$ cat src/rtl/cryptoram_arb_pkg.sv
// Shared types and constants for the two-port crypto RAM arbiter.
package cryptoram_arb_pkg;

  localparam int unsigned NREQ   = 2;
  localparam int unsigned AW_DEF = 10;
  localparam int unsigned DW_DEF = 32;

  typedef enum logic [1:0] {
    RUN      = 2'd0,
    CLRSTART = 2'd1,
    CLRWAIT  = 2'd2
  } state_t;

endpackage

$ cat src/rtl/cryptoram_arb_if.sv
// Requester bus and RAM-side bus of the crypto RAM arbiter.
interface cryptoram_arb_if
  import cryptoram_arb_pkg::*;
#(
  parameter int unsigned AW = AW_DEF,
  parameter int unsigned DW = DW_DEF,
  parameter int unsigned BW = DW / 8
);
  logic [NREQ-1:0]         req;
  logic [NREQ-1:0][BW-1:0] wr;
  logic [NREQ-1:0][AW-1:0] addr;
  logic [NREQ-1:0][DW-1:0] wdat;
  logic [NREQ-1:0]         gnt;
  logic [NREQ-1:0]         rvalid;
  logic [DW-1:0]           rdat;
  logic [NREQ-1:0]         rerr;

  logic [AW-1:0] ramaddr;
  logic          ramen;
  logic          ramrd;
  logic [BW-1:0] ramwr;
  logic [DW-1:0] ramwdat;
  logic [DW-1:0] ramrdat;
  logic          ramready;
  logic [1:0]    ramerror;
  logic          ramclren;

  modport slave (
    input  req, wr, addr, wdat, ramrdat, ramready, ramerror, ramclren,
    output gnt, rvalid, rdat, rerr, ramaddr, ramen, ramrd, ramwr, ramwdat
  );

  modport master (
    output req, wr, addr, wdat, ramrdat, ramready, ramerror, ramclren,
    input  gnt, rvalid, rdat, rerr, ramaddr, ramen, ramrd, ramwr, ramwdat
  );
endinterface

$ cat src/rtl/cryptoram_arb_rr_arb2.sv
// Two-way round-robin selector; ptr remembers the last granted port.
module rr_arb2
  import cryptoram_arb_pkg::*;
(
  input  logic            clk,
  input  logic            reset,
  input  logic [NREQ-1:0] req,
  input  logic            advance,
  output logic [NREQ-1:0] gnt,
  output logic            ptr
);

  always_comb begin
    gnt = '0;
    if (advance) begin
      unique case (req)
        2'b01:   gnt = 2'b01;
        2'b10:   gnt = 2'b10;
        2'b11:   gnt = ptr ? 2'b01 : 2'b10;
        default: gnt = '0;
      endcase
    end
  end

  always_ff @(posedge clk) begin
    if (reset)     ptr <= 1'b0;
    else if (|gnt) ptr <= gnt[1];
  end

endmodule

$ cat src/rtl/cryptoram_arb.sv
// Two-port arbiter in front of a crypto RAM with a full-clear sequencer.
// Optional sticky error latch: define CRYPTORAM_ARB_ERRLATCH_EN.
module cryptoram_arb
  import cryptoram_arb_pkg::*;
#(
  parameter int unsigned AW = AW_DEF,
  parameter int unsigned DW = DW_DEF,
  parameter int unsigned BW = DW / 8
)(
  input  logic                  clk,
  input  logic                  reset,
  cryptoram_arb_if.slave        bus,
  input  logic                  clr_req,
  output logic                  busy,
  input  logic                  errclr,
  output logic [1:0]            errsts,
  output logic                  ramclr
);

  state_t          state, state_d;
  logic            busy_q, busy_d;
  logic [NREQ-1:0] rd_q;
  logic            clren_q;
  logic            allow;
  logic            rr_ptr;
  logic [NREQ-1:0] gnt;
  logic            sel;

  // Grants only in RUN, outside a clear, with the RAM ready.
  assign allow = ~reset && (state == RUN) && ~busy_q && bus.ramready;

  rr_arb2 u_rr (
    .clk     (clk),
    .reset   (reset),
    .req     (bus.req),
    .advance (allow),
    .gnt     (gnt),
    .ptr     (rr_ptr)
  );

  assign bus.gnt = gnt;
  assign sel     = gnt[1];

  always_comb begin
    bus.ramen   = 1'b0;
    bus.ramrd   = 1'b0;
    bus.ramwr   = '0;
    bus.ramaddr = '0;
    bus.ramwdat = '0;
    if (|gnt) begin
      bus.ramen   = 1'b1;
      bus.ramaddr = AW'(bus.addr[sel]);
      bus.ramwr   = BW'(bus.wr[sel]);
      bus.ramwdat = DW'(bus.wdat[sel]);
      bus.ramrd   = ~|bus.wr[sel];
    end
  end

  // A read pending when reset arrives is dropped rather than reported.
  assign bus.rvalid = rd_q & {NREQ{~reset}};
  assign bus.rdat   = (|bus.rvalid) ? bus.ramrdat : '0;
  assign bus.rerr   = bus.rvalid & {NREQ{|bus.ramerror}};
  assign busy       = busy_q;

  always_ff @(posedge clk) begin
    if (reset) begin
      state   <= RUN;
      busy_q  <= 1'b0;
      rd_q    <= '0;
      clren_q <= 1'b0;
    end else begin
      state   <= state_d;
      busy_q  <= busy_d;
      rd_q    <= gnt & {NREQ{bus.ramrd}};
      clren_q <= bus.ramclren;
    end
  end

  // Clear sequencing: wait out the read response, pulse, then track the engine.
  always_comb begin
    state_d = state;
    busy_d  = busy_q;
    ramclr  = 1'b0;
    unique case (state)
      RUN: begin
        if (~busy_q && clr_req)   busy_d  = 1'b1;
        else if (busy_q && ~|rd_q) state_d = CLRSTART;
      end
      CLRSTART: begin
        ramclr  = 1'b1;
        state_d = CLRWAIT;
      end
      CLRWAIT: begin
        if (~bus.ramclren && clren_q) begin
          state_d = RUN;
          busy_d  = 1'b0;
        end
      end
      default: state_d = RUN;
    endcase
  end

`ifdef CRYPTORAM_ARB_ERRLATCH_EN
  // Set wins over a simultaneous clear.
  always_ff @(posedge clk) begin
    if (reset) errsts <= '0;
    else       errsts <= (errsts & ~{2{errclr}}) | (bus.ramerror & {2{|bus.rvalid}});
  end
`else
  logic unused_errclr;
  assign unused_errclr = errclr;
  assign errsts        = '0;
`endif

  // With both ports requesting, the last-granted port must lose.
  assert property (@(posedge clk) disable iff (reset)
    (bus.req == 2'b11 && gnt != 2'b00) |-> !gnt[rr_ptr]);

endmodule

$ cat src/flat_wrapper.sv
// flat-port wrapper written by rule: the top's interface ports become plain ports
module cryptoram_arb_flat import cryptoram_arb_pkg::*;
#(
  parameter int unsigned AW = AW_DEF,
  parameter int unsigned DW = DW_DEF,
  parameter int unsigned BW = DW / 8
)
  (clk, reset, clr_req, busy, errclr, errsts, ramclr, bus_req, bus_wr, bus_addr, bus_wdat, bus_ramrdat, bus_ramready, bus_ramerror, bus_ramclren, bus_gnt, bus_rvalid, bus_rdat, bus_rerr, bus_ramaddr, bus_ramen, bus_ramrd, bus_ramwr, bus_ramwdat);
  cryptoram_arb_if #(.AW(AW), .DW(DW), .BW(BW)) bus_i ();
  input  logic clk;
  input  logic reset;
  input  logic clr_req;
  output logic busy;
  input  logic errclr;
  output logic [1:0] errsts;
  output logic ramclr;
  input wire logic [$bits(bus_i.req)-1:0] bus_req;
  input wire logic [$bits(bus_i.wr)-1:0] bus_wr;
  input wire logic [$bits(bus_i.addr)-1:0] bus_addr;
  input wire logic [$bits(bus_i.wdat)-1:0] bus_wdat;
  input wire logic [$bits(bus_i.ramrdat)-1:0] bus_ramrdat;
  input wire logic [$bits(bus_i.ramready)-1:0] bus_ramready;
  input wire logic [$bits(bus_i.ramerror)-1:0] bus_ramerror;
  input wire logic [$bits(bus_i.ramclren)-1:0] bus_ramclren;
  output wire logic [$bits(bus_i.gnt)-1:0] bus_gnt;
  output wire logic [$bits(bus_i.rvalid)-1:0] bus_rvalid;
  output wire logic [$bits(bus_i.rdat)-1:0] bus_rdat;
  output wire logic [$bits(bus_i.rerr)-1:0] bus_rerr;
  output wire logic [$bits(bus_i.ramaddr)-1:0] bus_ramaddr;
  output wire logic [$bits(bus_i.ramen)-1:0] bus_ramen;
  output wire logic [$bits(bus_i.ramrd)-1:0] bus_ramrd;
  output wire logic [$bits(bus_i.ramwr)-1:0] bus_ramwr;
  output wire logic [$bits(bus_i.ramwdat)-1:0] bus_ramwdat;
  assign bus_i.req = bus_req;
  assign bus_i.wr = bus_wr;
  assign bus_i.addr = bus_addr;
  assign bus_i.wdat = bus_wdat;
  assign bus_i.ramrdat = bus_ramrdat;
  assign bus_i.ramready = bus_ramready;
  assign bus_i.ramerror = bus_ramerror;
  assign bus_i.ramclren = bus_ramclren;
  assign bus_gnt = bus_i.gnt;
  assign bus_rvalid = bus_i.rvalid;
  assign bus_rdat = bus_i.rdat;
  assign bus_rerr = bus_i.rerr;
  assign bus_ramaddr = bus_i.ramaddr;
  assign bus_ramen = bus_i.ramen;
  assign bus_ramrd = bus_i.ramrd;
  assign bus_ramwr = bus_i.ramwr;
  assign bus_ramwdat = bus_i.ramwdat;
  cryptoram_arb #(.AW(AW), .DW(DW), .BW(BW)) u_core (.clk(clk), .reset(reset), .bus(bus_i), .clr_req(clr_req), .busy(busy), .errclr(errclr), .errsts(errsts), .ramclr(ramclr));
endmodule
$ cat config.mk
export PLATFORM = sky130hd
export DESIGN_NAME = cryptoram_arb_flat
export DESIGN_NICKNAME = d
export VERILOG_FILES = /design/src/rtl/cryptoram_arb_pkg.sv /design/src/rtl/cryptoram_arb_if.sv /design/src/rtl/cryptoram_arb_rr_arb2.sv /design/src/rtl/cryptoram_arb.sv /design/src/flat_wrapper.sv
export SDC_FILE = /design/constraint.sdc
export NUM_CORES = 1
export LEC_CHECK = 0
export BUFFER_PORTS_ARGS = -buffer_cell sky130_fd_sc_hd__buf_2
export CORE_AREA = 4 4 84 86
export CTS_CLUSTER_DIAMETER = 200
export DETAILED_ROUTE_END_ITERATION = 7
export DIE_AREA = 0 0 88 90
export PLACE_DENSITY = 0.66
export SLEW_MARGIN = 20
export SYNTH_ARGS = -nofsm -noshare
export SYNTH_HDL_FRONTEND = slang
export SYNTH_SLANG_ARGS = --single-unit
$ cat constraint.sdc
create_clock -name clk -period 1.4 [get_ports clk]
set_input_delay 0.28 -clock clk [delete_from_list [all_inputs] [get_ports clk]]
set_output_delay 0.28 -clock clk [all_outputs]
set_load 0.02 [all_outputs]
==> parameters.txt <==
Parameter                              Value

Place
  Placer congestion estimate    0.8325
  Count of input and output buffers    220
  Post-Place Worst Slack    -0.2964 ns
  Placed cell area    3050 sq um
  Half-perimeter wire length of the detailed placement result    5959 microns

Yosys
  Fraction of registers with async set/reset    0
  Cells after Synth    239
  Largest area contributor in the synthesized netlist    sky130_fd_sc_hd__nand2_1
  Top flip-flop cell by instance count after synthesis    sky130_fd_sc_hd__dfxtp_1
  Share of Yosys cell area claimed by the top area cell type    0.2725
  Leading post-synthesis cells by cell area    sky130_fd_sc_hd__nand2_1 (27%), sky130_fd_sc_hd__a21oi_1 (19%), sky130_fd_sc_hd__and2_1 (15%)
  Number of synthesized register bits    7
  Sequential element share of the synthesized area    0.1082
  Mean post-synth cell area    5.418 sq um
  Post-synth top cells    sky130_fd_sc_hd__nand2_1 (94), sky130_fd_sc_hd__a21oi_1 (48), sky130_fd_sc_hd__and2_1 (32)
  Most common cell in the synthesized netlist    sky130_fd_sc_hd__nand2_1
  Synth unique cells    26
  Number of flops mapped to enable cells by yosys    0
  Yosys Warn Count    0
  Cell area after technology mapping    1295 sq um

Global routing
  Wire length of the first global-routing pass    12450 microns
  Via count of the first global-routing pass    2628
  Total routing usage reported by global routing    0.1944
  Total congestion overflow    0
  Initial antenna violation count    0
  Maximum number of pins on one net before global-route repair    27

Setup path
  Largest stage delay, worst path    0.32 ns
  Element type at the critical path start    register
  Critical path data arrival time    1.54 ns
  Cell Chain, Critical Path    buf_6 > a21boi_4 > buf_8 > buf_16 > nand2_1 > a21oi_2 > buf_6
  Nature of the critical path endpoint    output port
  Classification of the worst setup path    register to output port
  CP Max Fanout    7
  Data required time of the critical path    1.12 ns
  Slowest cell on the critical path    sky130_fd_sc_hd__dfxtp_2
  Cell type with the highest occurrence count on the critical path    sky130_fd_sc_hd__buf_6

Timing
  Timing-limited maximum frequency    548.5 MHz
  Final number of setup-violating endpoints    82
  Minimum clock period after layout    1.823 ns
  Period utilization    1.302
  Final Max Tran Viols    0
  RSZ-0062 raised after global routing    true
  TNS Setup    -21.05 ns
  Worst clock skew on the final layout    0.0009341 ns
  Final hold viol count    0
  Fin worst setup slack    -0.4230 ns

Floorplanning
  Horizontal extent of the die    88 microns
  Top Ports    224
  Die Span Y    90 microns
  Std cell rows    29
  Core Area    6277 sq um
  Die area    7920 sq um
  Starting density of the core    0.2063

CTS
  CTS clk-pin slew, worst paths    0.04 ns
  Clock latency on the worst-skew pair    0.22 ns
  CTS Root Cell    sky130_fd_sc_hd__clkbuf_8
  Clock sink total    7
  Deepest clock path buffer count    2
  Number of levels in the clock H-tree    1
  TritonCTS clock tree    done
  Hold_buf cts    0
  Number of buffers added by the clock tree synthesis step    3

Outcome
  Violated checks    negative setup slack
  Outcome    finished, violations left

Cells and area
  Fin nets    617
  Area added between synthesis and finish    219.3%
  Area taken by flip-flops and latches    146.4 sq um
  Antenna cell count    0
  Combined area of the multi-input logic cells    1758 sq um
  Ratio of cells with drive above 1 in the final layout    0.7925
  Final Instance Area    4135 sq um
  Layout filler cell count    493

Route
  Antenna-violating nets left    0
  1st-pass router iterations    4
  Post-route DRC    0
  Final wirelength    9154 microns
  Number of vias in the routed layout    2647
  1st-iter DRT viols    56
  Detail-routed via count per cell    4.735
  Detail-routed net length per standard cell    16.38 microns

Min path
  Type of the worst min-delay path    primary input to register

Pwr
  Worst IR drop on VDD    0.2257 mV
  Total power density per cell area    385.4 nW/um^2
  LEAKAGE    1.973 nW

Run
  Max-cap viol count    0
-- sequential cells by signal, indices dropped and copies added, names as in the netlist --
register,cells
u_core.clren_q,1
u_core.u_rr.ptr,1
u_core.state,2
u_core.rd_q,2
u_core.busy,1
-- stage by stage --
| stage | instances | power [mW] | utilization | hold slack (ns) |
|---|---|---|---|---|
| 2_1_floorplan | 240 | 0.6853 | - | 0.3417 |
| 4_1_cts | 555 | 1.505 | 0.6175 | 0.2913 |
| 3_3_place_gp | 540 | 1.027 | 0.4859 | 0.5076 |
| 5_1_grt | 559 | 1.685 | 0.6588 | 0.2985 |
| 3_5_place_dp | 540 | 1.039 | 0.4859 | 0.5186 |
| 6_report | 559 | 1.594 | 0.6588 | 0.2885 |
-- placed cells by master, fill, tap and decap left out, drive strengths merged --
| master | Yosys | final |
|---|---|---|
| nor4 | 1 | 1 |
| dfxtp | 7 | 7 |
| clkbuf | 7 | 5 |
| o21bai | 1 | 1 |
| o21ai | 1 | 1 |
| nand2 | 94 | 94 |
| buf | 14 | 258 |
| o211ai | 1 | 1 |
| nand2b | 1 | 1 |
| and3 | 1 | 1 |
| and2 | 32 | 32 |
| nand3 | 1 | 1 |
| inv | 2 | 1 |
| a21bo | 1 | 1 |
| nor2b | 11 | 11 |
| a21oi | 48 | 48 |
| o2bb2ai | 1 | 1 |
| clkinvlp | 0 | 1 |
| nor2 | 6 | 6 |
| o32a | 1 | 1 |
| a21boi | 1 | 1 |
| conb | 1 | 2 |
| mux2i | 1 | 1 |
| nor3 | 5 | 5 |
-- power breakdown --
group	switching [mW]	internal [mW]
clock	0.0852	0.197
sequential	0.0104	0.215
combinational	0.567	0.519
-- critical path: cells and delay by family (launching register included) --
family                 cells  cell delay (ns)
buffers and inverters      4             0.57
AOI/OAI and AO/OA          2             0.34
DFF                        1             0.32
and+or+nand+nor            1             0.09
-- cell families after synthesis --
| family | after synthesis | share of synthesized area |
|---|---|---|
| AO/OA/AOI/OAI | 55 | 0.2290 |
| buffers and inverters | 23 | 0.1082 |
| flip-flops | 7 | 0.1082 |
| multiplexers | 1 | 0.007730 |
| other | 1 | 0.002896 |
| AND/OR/NAND/NOR | 152 | 0.5440 |
-- layout make-up --
cell class / instances / area share
well taps: 77 / 0.02330
inverters: 2 / 0.002723
clock buffers: 4 / 0.01089
flip-flops and latches: 7 / 0.03540
repair buffers: 259 / 0.5026
multi-input cells: 210 / 0.4251
-- worst paths after layout --
check | startpoint | endpoint | slack [ns] | cells past startpoint
setup / recovery | u_core.u_rr.ptr | bus_ramaddr[0] | -0.42 | 7
hold / removal | bus_ramclren | u_core.clren_q | 0.29 | 2
setup reg to reg | u_core.u_rr.ptr | u_core.rd_q[1] | 0.07 | 7
hold reg to reg | u_core.clren_q | u_core.state[1] | 0.54 | 3
-- timing repair --
action | CTS | global route
pin swaps | 21 | 23
cloned | 9 | 1
setup endpoints to repair | 82 | 82
buffers inserted | 3 | 3
resized for setup | 207 | 51
endpoints found under the hold margin | 0 | 0
-- per-layer routing --
metal | global-route usage | part of all wire | vias up | wire, microns
met2 | 0.3989 | 0.58 | 144 | 5270
met4 | 0.04220 | 0.028 | 0 | 259
met5 | 0 | 0 | - | 0
met3 | 0.05027 | 0.10 | 26 | 949
li1 | - | - | 1252 | -
met1 | 0.1829 | 0.29 | 1225 | 2674
Note: power is estimated with default switching activity, not from simulation.
